`src/rtl/infer_mon_pkg.sv`:
```
// Shared types and default address map for the inference monitor.
//   state_e          : monitor FSM states
//   *_ADDR_DEF       : default byte addresses of the snooped memory map
package infer_mon_pkg;

    localparam int unsigned ADDR_W = 32;

    typedef enum logic [1:0] {
        IDLE    = 2'd0,
        COLLECT = 2'd1,
        COMMIT  = 2'd2,
        DONE    = 2'd3
    } state_e;

    localparam logic [ADDR_W-1:0] OUTPUT_ADDR_DEF = 32'h0000_0100;
    localparam logic [ADDR_W-1:0] LABEL_ADDR_DEF  = 32'h0000_0200;
    localparam logic [ADDR_W-1:0] DONE_ADDR_DEF   = 32'h0000_0300;

endpackage

```
`src/rtl/infer_argmax.sv`:
```
// Running signed argmax over one test's output vector.
//   clk_i, rst_i : clock, synchronous active-high reset
//   valid_i      : accepted output write this cycle
//   idx_i        : class index of the write
//   data_i       : signed class score
//   clear_i      : start a new test; a same-cycle write lands after the clear
//   max_idx_o    : index of the current maximum
//   full_o       : every class written at least once
module infer_argmax #(
    parameter int unsigned DWidth     = 32,
    parameter int unsigned NumClasses = 10,
    localparam int unsigned IdxW      = $clog2(NumClasses)
) (
    input  logic                     clk_i,
    input  logic                     rst_i,
    input  logic                     valid_i,
    input  logic [IdxW-1:0]          idx_i,
    input  logic signed [DWidth-1:0] data_i,
    input  logic                     clear_i,
    output logic [IdxW-1:0]          max_idx_o,
    output logic                     full_o
);
    logic [NumClasses-1:0]    r_mask;
    logic signed [DWidth-1:0] r_max;
    logic [IdxW-1:0]          r_idx;
    logic                     r_full;

    logic [NumClasses-1:0]    w_mask_base;
    logic [NumClasses-1:0]    w_mask_nxt;
    logic signed [DWidth-1:0] w_max_base;
    logic [IdxW-1:0]          w_idx_base;
    logic                     w_load;

    // A repeated index only touches the mask, so a stored max never drops.
    always_comb begin
        w_mask_base = clear_i ? '0 : r_mask;
        w_max_base  = clear_i ? '0 : r_max;
        w_idx_base  = clear_i ? '0 : r_idx;
        w_load      = 1'b0;
        w_mask_nxt  = w_mask_base;
        if (valid_i) begin
            w_mask_nxt[idx_i] = 1'b1;
            if (!w_mask_base[idx_i]) begin
                w_load = (w_mask_base == '0) || (data_i > w_max_base) ||
                         ((data_i == w_max_base) && (idx_i < w_idx_base));
            end
        end
    end

    always_ff @(posedge clk_i) begin
        if (rst_i) begin
            r_mask <= '0;
            r_max  <= '0;
            r_idx  <= '0;
            r_full <= 1'b0;
        end else begin
            r_mask <= w_mask_nxt;
            r_full <= &w_mask_nxt;
            r_max  <= w_load ? data_i : w_max_base;
            r_idx  <= w_load ? idx_i  : w_idx_base;
        end
    end

    assign max_idx_o = r_idx;
    assign full_o    = r_full;
endmodule

```
`src/rtl/infer_monitor.sv`:
```
// Passive monitor scoring an inference program from its memory traffic.
//   clk_i, rst_i       : clock, synchronous active-high reset
//   dmem_*_i           : snooped data-memory bus (observed only)
//   done_o             : all tests committed
//   test_cnt_o         : tests committed
//   correct_cnt_o      : correct predictions
//   pred_o             : last committed argmax
//   pred_valid_o       : one-cycle pulse, the cycle after a commit write
//   cycle_o            : active cycles from reset release to done (saturating)
//   err_o              : sticky incomplete-test / misplaced-commit flag
module infer_monitor
    import infer_mon_pkg::*;
#(
    parameter int unsigned         DWidth     = 32,
    parameter int unsigned         NumClasses = 10,
    parameter int unsigned         NumTests   = 100,
    parameter logic [ADDR_W-1:0]   OutputAddr = OUTPUT_ADDR_DEF,
    parameter logic [ADDR_W-1:0]   LabelAddr  = LABEL_ADDR_DEF,
    parameter logic [ADDR_W-1:0]   DoneAddr   = DONE_ADDR_DEF,
    localparam int unsigned        IdxW       = $clog2(NumClasses),
    localparam int unsigned        CntW       = $clog2(NumTests + 1)
) (
    input  logic              clk_i,
    input  logic              rst_i,
    input  logic              dmem_req_i,
    input  logic              dmem_ready_i,
    input  logic              dmem_write_i,
    input  logic [DWidth-1:0] dmem_addr_i,
    input  logic [DWidth-1:0] dmem_wdata_i,
    input  logic [DWidth-1:0] dmem_rdata_i,
    output logic              done_o,
    output logic [CntW-1:0]   test_cnt_o,
    output logic [CntW-1:0]   correct_cnt_o,
    output logic [IdxW-1:0]   pred_o,
    output logic              pred_valid_o,
    output logic [63:0]       cycle_o,
    output logic              err_o
);
    localparam logic [DWidth-1:0] OutBase = DWidth'(OutputAddr);
    localparam logic [DWidth-1:0] OutSpan = DWidth'(4 * NumClasses);
    localparam logic [DWidth-1:0] LblBase = DWidth'(LabelAddr);
    localparam logic [DWidth-1:0] LblSpan = DWidth'(4 * NumTests);
    localparam logic [DWidth-1:0] DoneBase = DWidth'(DoneAddr);

    state_e            r_state, w_state_nxt;
    logic [CntW-1:0]   r_test_cnt, r_correct_cnt;
    logic [IdxW-1:0]   r_pred, r_label;
    logic              r_pred_valid, r_err, r_label_valid;
    logic [63:0]       r_cycle;

    logic              w_hs, w_active;
    logic [DWidth-1:0] w_out_off, w_lbl_off;
    logic              w_out_hit, w_lbl_hit, w_done_hit;
    logic [IdxW-1:0]   w_idx, w_max_idx;
    logic              w_full;
    logic              w_am_valid, w_lbl_take, w_clear, w_commit, w_commit_ign;

    // Address decode; byte offset bits are dropped by the shift.
    always_comb begin
        w_hs       = dmem_req_i && dmem_ready_i;
        w_active   = (r_state == COLLECT) || (r_state == COMMIT);
        w_out_off  = dmem_addr_i - OutBase;
        w_lbl_off  = dmem_addr_i - LblBase;
        w_out_hit  = dmem_write_i && (dmem_addr_i >= OutBase) && (w_out_off < OutSpan);
        w_lbl_hit  = !dmem_write_i && (dmem_addr_i >= LblBase) && (w_lbl_off < LblSpan);
        w_done_hit = dmem_write_i && (dmem_addr_i == DoneBase);
        w_idx      = IdxW'(w_out_off >> 2);
    end

    // Next state and per-cycle strobes; bus traffic is dead in IDLE/DONE.
    always_comb begin
        w_state_nxt  = r_state;
        w_am_valid   = 1'b0;
        w_lbl_take   = 1'b0;
        w_clear      = 1'b0;
        w_commit     = 1'b0;
        w_commit_ign = 1'b0;
        case (r_state)
            IDLE: w_state_nxt = COLLECT;
            COLLECT: begin
                w_am_valid = w_hs && w_out_hit;
                w_lbl_take = w_hs && w_lbl_hit;
                w_commit   = w_hs && w_done_hit;
                if (w_commit) w_state_nxt = COMMIT;
            end
            COMMIT: begin
                w_clear      = 1'b1;
                w_am_valid   = w_hs && w_out_hit;
                w_lbl_take   = w_hs && w_lbl_hit;
                w_commit_ign = w_hs && w_done_hit;
                w_state_nxt  = (r_test_cnt == CntW'(NumTests)) ? DONE : COLLECT;
            end
            DONE:    w_state_nxt = DONE;
            default: w_state_nxt = IDLE;
        endcase
    end

    infer_argmax #(
        .DWidth     (DWidth),
        .NumClasses (NumClasses)
    ) u_argmax (
        .clk_i     (clk_i),
        .rst_i     (rst_i),
        .valid_i   (w_am_valid),
        .idx_i     (w_idx),
        .data_i    ($signed(dmem_wdata_i)),
        .clear_i   (w_clear),
        .max_idx_o (w_max_idx),
        .full_o    (w_full)
    );

    // Scoring is sampled at the commit handshake so results show in the COMMIT cycle.
    always_ff @(posedge clk_i) begin
        if (rst_i) begin
            r_state       <= IDLE;
            r_test_cnt    <= '0;
            r_correct_cnt <= '0;
            r_pred        <= '0;
            r_pred_valid  <= 1'b0;
            r_cycle       <= '0;
            r_err         <= 1'b0;
            r_label       <= '0;
            r_label_valid <= 1'b0;
        end else begin
            r_state      <= w_state_nxt;
            r_pred_valid <= w_commit;
            if (w_commit) begin
                r_test_cnt <= r_test_cnt + CntW'(1);
                r_pred     <= w_max_idx;
                if (w_full && r_label_valid) begin
                    if (w_max_idx == r_label) r_correct_cnt <= r_correct_cnt + CntW'(1);
                end else begin
                    r_err <= 1'b1;
                end
            end
            if (w_commit_ign) r_err <= 1'b1;
            if (w_lbl_take) begin
                r_label       <= IdxW'(dmem_rdata_i);
                r_label_valid <= 1'b1;
            end else if (w_clear) begin
                r_label_valid <= 1'b0;
            end
            if (w_active && (r_cycle != '1)) r_cycle <= r_cycle + 64'd1;
        end
    end

    assign done_o        = (r_state == DONE);
    assign test_cnt_o    = r_test_cnt;
    assign correct_cnt_o = r_correct_cnt;
    assign pred_o        = r_pred;
    assign pred_valid_o  = r_pred_valid;
    assign cycle_o       = r_cycle;
    assign err_o         = r_err;
endmodule

```
`config.mk`:
```
export PLATFORM = sky130hd
export DESIGN_NAME = infer_monitor
export DESIGN_NICKNAME = d
export VERILOG_FILES = /design/src/rtl/infer_mon_pkg.sv /design/src/rtl/infer_argmax.sv /design/src/rtl/infer_monitor.sv
export SDC_FILE = /design/constraint.sdc
export NUM_CORES = 1
export LEC_CHECK = 0
export ABC_AREA = 1
export CAP_MARGIN = 25
export CORE_MARGIN = 4
export CORE_UTILIZATION = 40
export DETAILED_ROUTE_END_ITERATION = 10
export SYNTH_ARGS = -nofsm -noshare
export SYNTH_HDL_FRONTEND = slang
export SYNTH_SLANG_ARGS = --single-unit
export TNS_END_PERCENT = 20
```
`constraint.sdc`:
```
create_clock -name clk_i -period 7.57 [get_ports clk_i]
set_clock_uncertainty 0.05 [all_clocks]
set_input_delay 1.1355 -clock clk_i [delete_from_list [all_inputs] [get_ports clk_i]]
set_output_delay 1.1355 -clock clk_i [all_outputs]
set_load 0.005 [all_outputs]
```
==> key figures <==
Timing
  • Final Worst Setup Slack: between 3 and 4 ns
  • Unrepaired setup endpoints after global routing: false
  • Final setup viols: 0
  • Hold Vio Cnt, Final: 0
  • Worst-margin pin slew: 0.9065 ns
  • Final setup TNS: 0 ns
  • Slew HR: between 30% and 40%
  • Final period utilization: slightly below 60%
  • Clock period minus worst slack: ~4.4 ns
  • Final-report max-slew violation count: 0
  • Fmax: around 230 MHz

Die
  • IO Count: 186
  • DIE AREA: 25990 sq um
  • Initial Utilization: around two fifths
  • Die X: 161.2 um
  • Die H: 161.2 um
  • Core Region: between 20000 and 25000 sq um
  • FP Rows: 55

CTS
  • Clock latency on the worst-skew pair: between 0.4 and 0.5 ns
  • Post-CTS Setup Inserts: 0
  • H-tree Lvls: 4
  • CTS Buf Count: 17
  • Reg clk slew, reported paths: around 0.060 ns
  • CTS Buffer Depth: 2
  • Clk sinks: about 140
  • Cells resized by post-CTS repair: 0
  • Cts hold-fix bufs: 0
  • Root Buffer: clkbuf_16
  • CTS tree: built

Detailed routing
  • DRT Pass-1 Iters: 5
  • Post-route ant nets: 0
  • DR DRC count: 0
  • Avg WL per Cell: approximately 15 um
  • Routed vias: just over 10000
  • Vias/cell: 5.107
  • WL final: roughly 30000 um
  • Initial DRC Count: 660

Yosys
  • Synth Flop Type: dfxtp_1
  • #FFs+latches synth: approximately 140
  • Synth Net Count: roughly 1700
  • Synth cell types: 38
  • Post-Synthesis Cells: 1527
  • Post-synthesis sequential area ratio: between 20% and 30%
  • Synth Cell Area: approximately 9400 sq um
  • Number of synthesis warnings: 0
  • Syn_area_per_cell: 6.149 sq um
  • Ys async rst share: 0%
  • Number of synthesized flops with an enable pin: 0

Worst setup path
  • Element type at the critical path start: flip-flop
  • Critical Setup Path Class: flip-flop to flip-flop
  • Critical Path AT: roughly 4.6 ns
  • Worst r2r dst: u_argmax.r_max[4]
  • Top fanout value on the critical path: 70
  • CP required: between 7 and 8 ns
  • Critical-path cell list: inv_1 > ha_1 > clkinv_1 > buf_4 > nand2_1 > ha_1 > nand2_1 > nor2_1 > nand2_1 > nor4_1 > nand4_1 > nand3_1 > nand2_1 > nand2_2 > buf_4 > nand2_1 > nand2_1 > nor2_1
  • Most Frequent Cell on Critical Path: nand2_1
  • RR Startpoint: r_state[0]
  • FF-to-FF setup slack: about 3.2 ns
  • Crit. End Element: flip-flop
  • Critical path's slowest cell: buf_4
  • Reg2reg path depth: 18
  • Worst path max stage delay: between 0.5 and 0.6 ns

Run status
  • Status: completed

Global route
  • First-pass GRT wire length: 47920 um
  • Overflow after GRT: 0
  • All-Layer GR Usage: between 20 and 25%
  • Pin count of the biggest net entering global routing: 81
  • Initial antenna violation count: 0
  • Vias in the first global route: ~9300

Power and ir drop
  • Worst IR drop on VDD: 0.1354 mV
  • Cell Pwr Density: 151.0 nW/um^2
  • Leak: approximately 4.8 nW

Placed design
  • Placer Congestion: 0.9393
  • Setup slack at placement: about 3.2 ns
  • Dpl cells: slightly below 2000
  • Hpwl dp: 22600 um
  • Port Buffers: roughly 160

Min path
  • WHS Path Cells: 2
  • Hold Path Origin: pred_o[1]
  • WHS Endpoint: pred_o[1]
  • Min-delay worst type: flip-flop to flip-flop

Cells and area
  • Post-route insts no fill: roughly 2000
  • FF+latch area: ~2800 sq um
  • Most common cell after layout, fill and taps aside: nand2_1
  • # diodes: 0
  • Layout cells sized above 1: 4.147%
  • Layout fillers: 2438
  • Layout area overhead: 25.72%
  • Final Core Density: 51.67%
  • Footprint of the multi-input gates: 5832 sq um
  • Commonest non-fill, non-tap cells in the layout: nand2_1, nor2_1, inv_1, clkdlybuf4s50_1, dfxtp_1
  • Final-stage net count: 1820

Flow run
  • MaxCap Viol Count: 0
[layer usage]
layer / global-route usage (%) / part of all wire [%] / wire length [um] / vias up
li1: - / - / - / 5274
met1: 33.01 / 50 / 14770 / 4614
met5: 0 / 0 / 0 / -
met4: 4.537 / 1.1 / 335 / 0
met3: 3.623 / 5.8 / 1728 / 24
met2: 34.75 / 43 / 12750 / 307
[registers in the layout, summed over array words and instances, names as in the netlist]
register            flops
r_label_valid           1
cycle_o                64
err_o                   1
pred_o                  4
r_state                 2
u_argmax.full_o         1
pred_valid_o            1
u_argmax.max_idx_o      4
r_label                 4
test_cnt_o              7
u_argmax.r_max         32
u_argmax.r_mask        10
correct_cnt_o           7
[cell type report]
type                    instances  area share, %
multi-input cells            1188          49.40
clock inverters                13          1.198
clock buffers                  19          3.752
well taps                     313          3.317
repair buffers                162          13.59
flip-flops and latches        138          23.40
inverters                     168          5.342
[report_power, final]
part	leakage [nW]	switching, mW	internal [mW]
sequential	1.11	0.00379	0.729
combinational	3.41	0.125	0.0742
clock	0.281	0.353	0.497
[cell usage after synthesis, types with 2 or more instances]
cell,count,area (sq um)
a31oi_1,6,37.54
nor2_2,12,75.07
clkbuf_1,15,56.30
buf_1,5,18.77
a21oi_1,81,405.4
xnor2_1,9,78.83
nor2_1,275,1032
nand2_2,6,37.54
nand3b_1,8,60.06
o21ai_1,2,10.01
nor2_4,5,56.30
nor4_1,14,87.58
clkinv_1,2,7.510
and3_1,8,50.05
o211ai_1,2,15.01
buf_6,4,45.04
nor3_1,55,275.3
o21ai_0,47,235.2
o2111ai_1,2,17.52
dfxtp_1,138,2763
o21a_1,6,45.04
nor3b_1,12,90.09
nand2_1,412,1546
o21bai_1,2,15.01
buf_2,9,45.04
xor2_1,30,262.8
inv_1,160,600.6
a211oi_1,3,22.52
ha_1,44,550.5
o22ai_1,5,31.28
inv_2,6,22.52
nand4_1,49,306.5
nand3_1,88,440.4
[stage by stage]
stage               hold WS [ns]  instance area (sq um)  total power, mW
floorplan                 0.3956                   9390           0.8556
global placement          0.4104                  11220           0.9494
detailed placement        0.4185                  11220           0.9489
CTS                       0.4268                  11810            1.799
global route              0.4542                  11810            1.856
finish                    0.4226                  11810            1.783
[critical path: cells and delay by family, from the launching register on]
kind,cells,cell delay (ns)
adders and majority gates,2,0.53
buffers and inverters,4,1.58
DFF,1,0.33
and+or+nand+nor,12,1.75
[cells by family (layout without fill, tap and decap cells)]
| kind of cell | count (synthesis) | after routing | synth area share (%) |
|---|---|---|---|
| fa+ha+maj | 44 | 44 | 5.863 |
| flops | 138 | 138 | 29.42 |
| simple gates | 945 | 945 | 43.34 |
| compound gates | 160 | 160 | 9.261 |
| xor+xnor | 39 | 39 | 3.638 |
| buf+inv | 201 | 362 | 8.474 |
[worst max-delay path by stage]
stage,from,endpoint
floorplan,r_state[0],u_argmax.max_idx_o[0]
global placement,dmem_addr_i[9],u_argmax.r_max[12]
detailed placement,dmem_addr_i[9],u_argmax.r_max[4]
CTS,r_state[0],u_argmax.r_max[4]
global route,r_state[0],u_argmax.r_max[7]
finish,r_state[0],u_argmax.r_max[4]
Power figures use the tool's default switching activity.
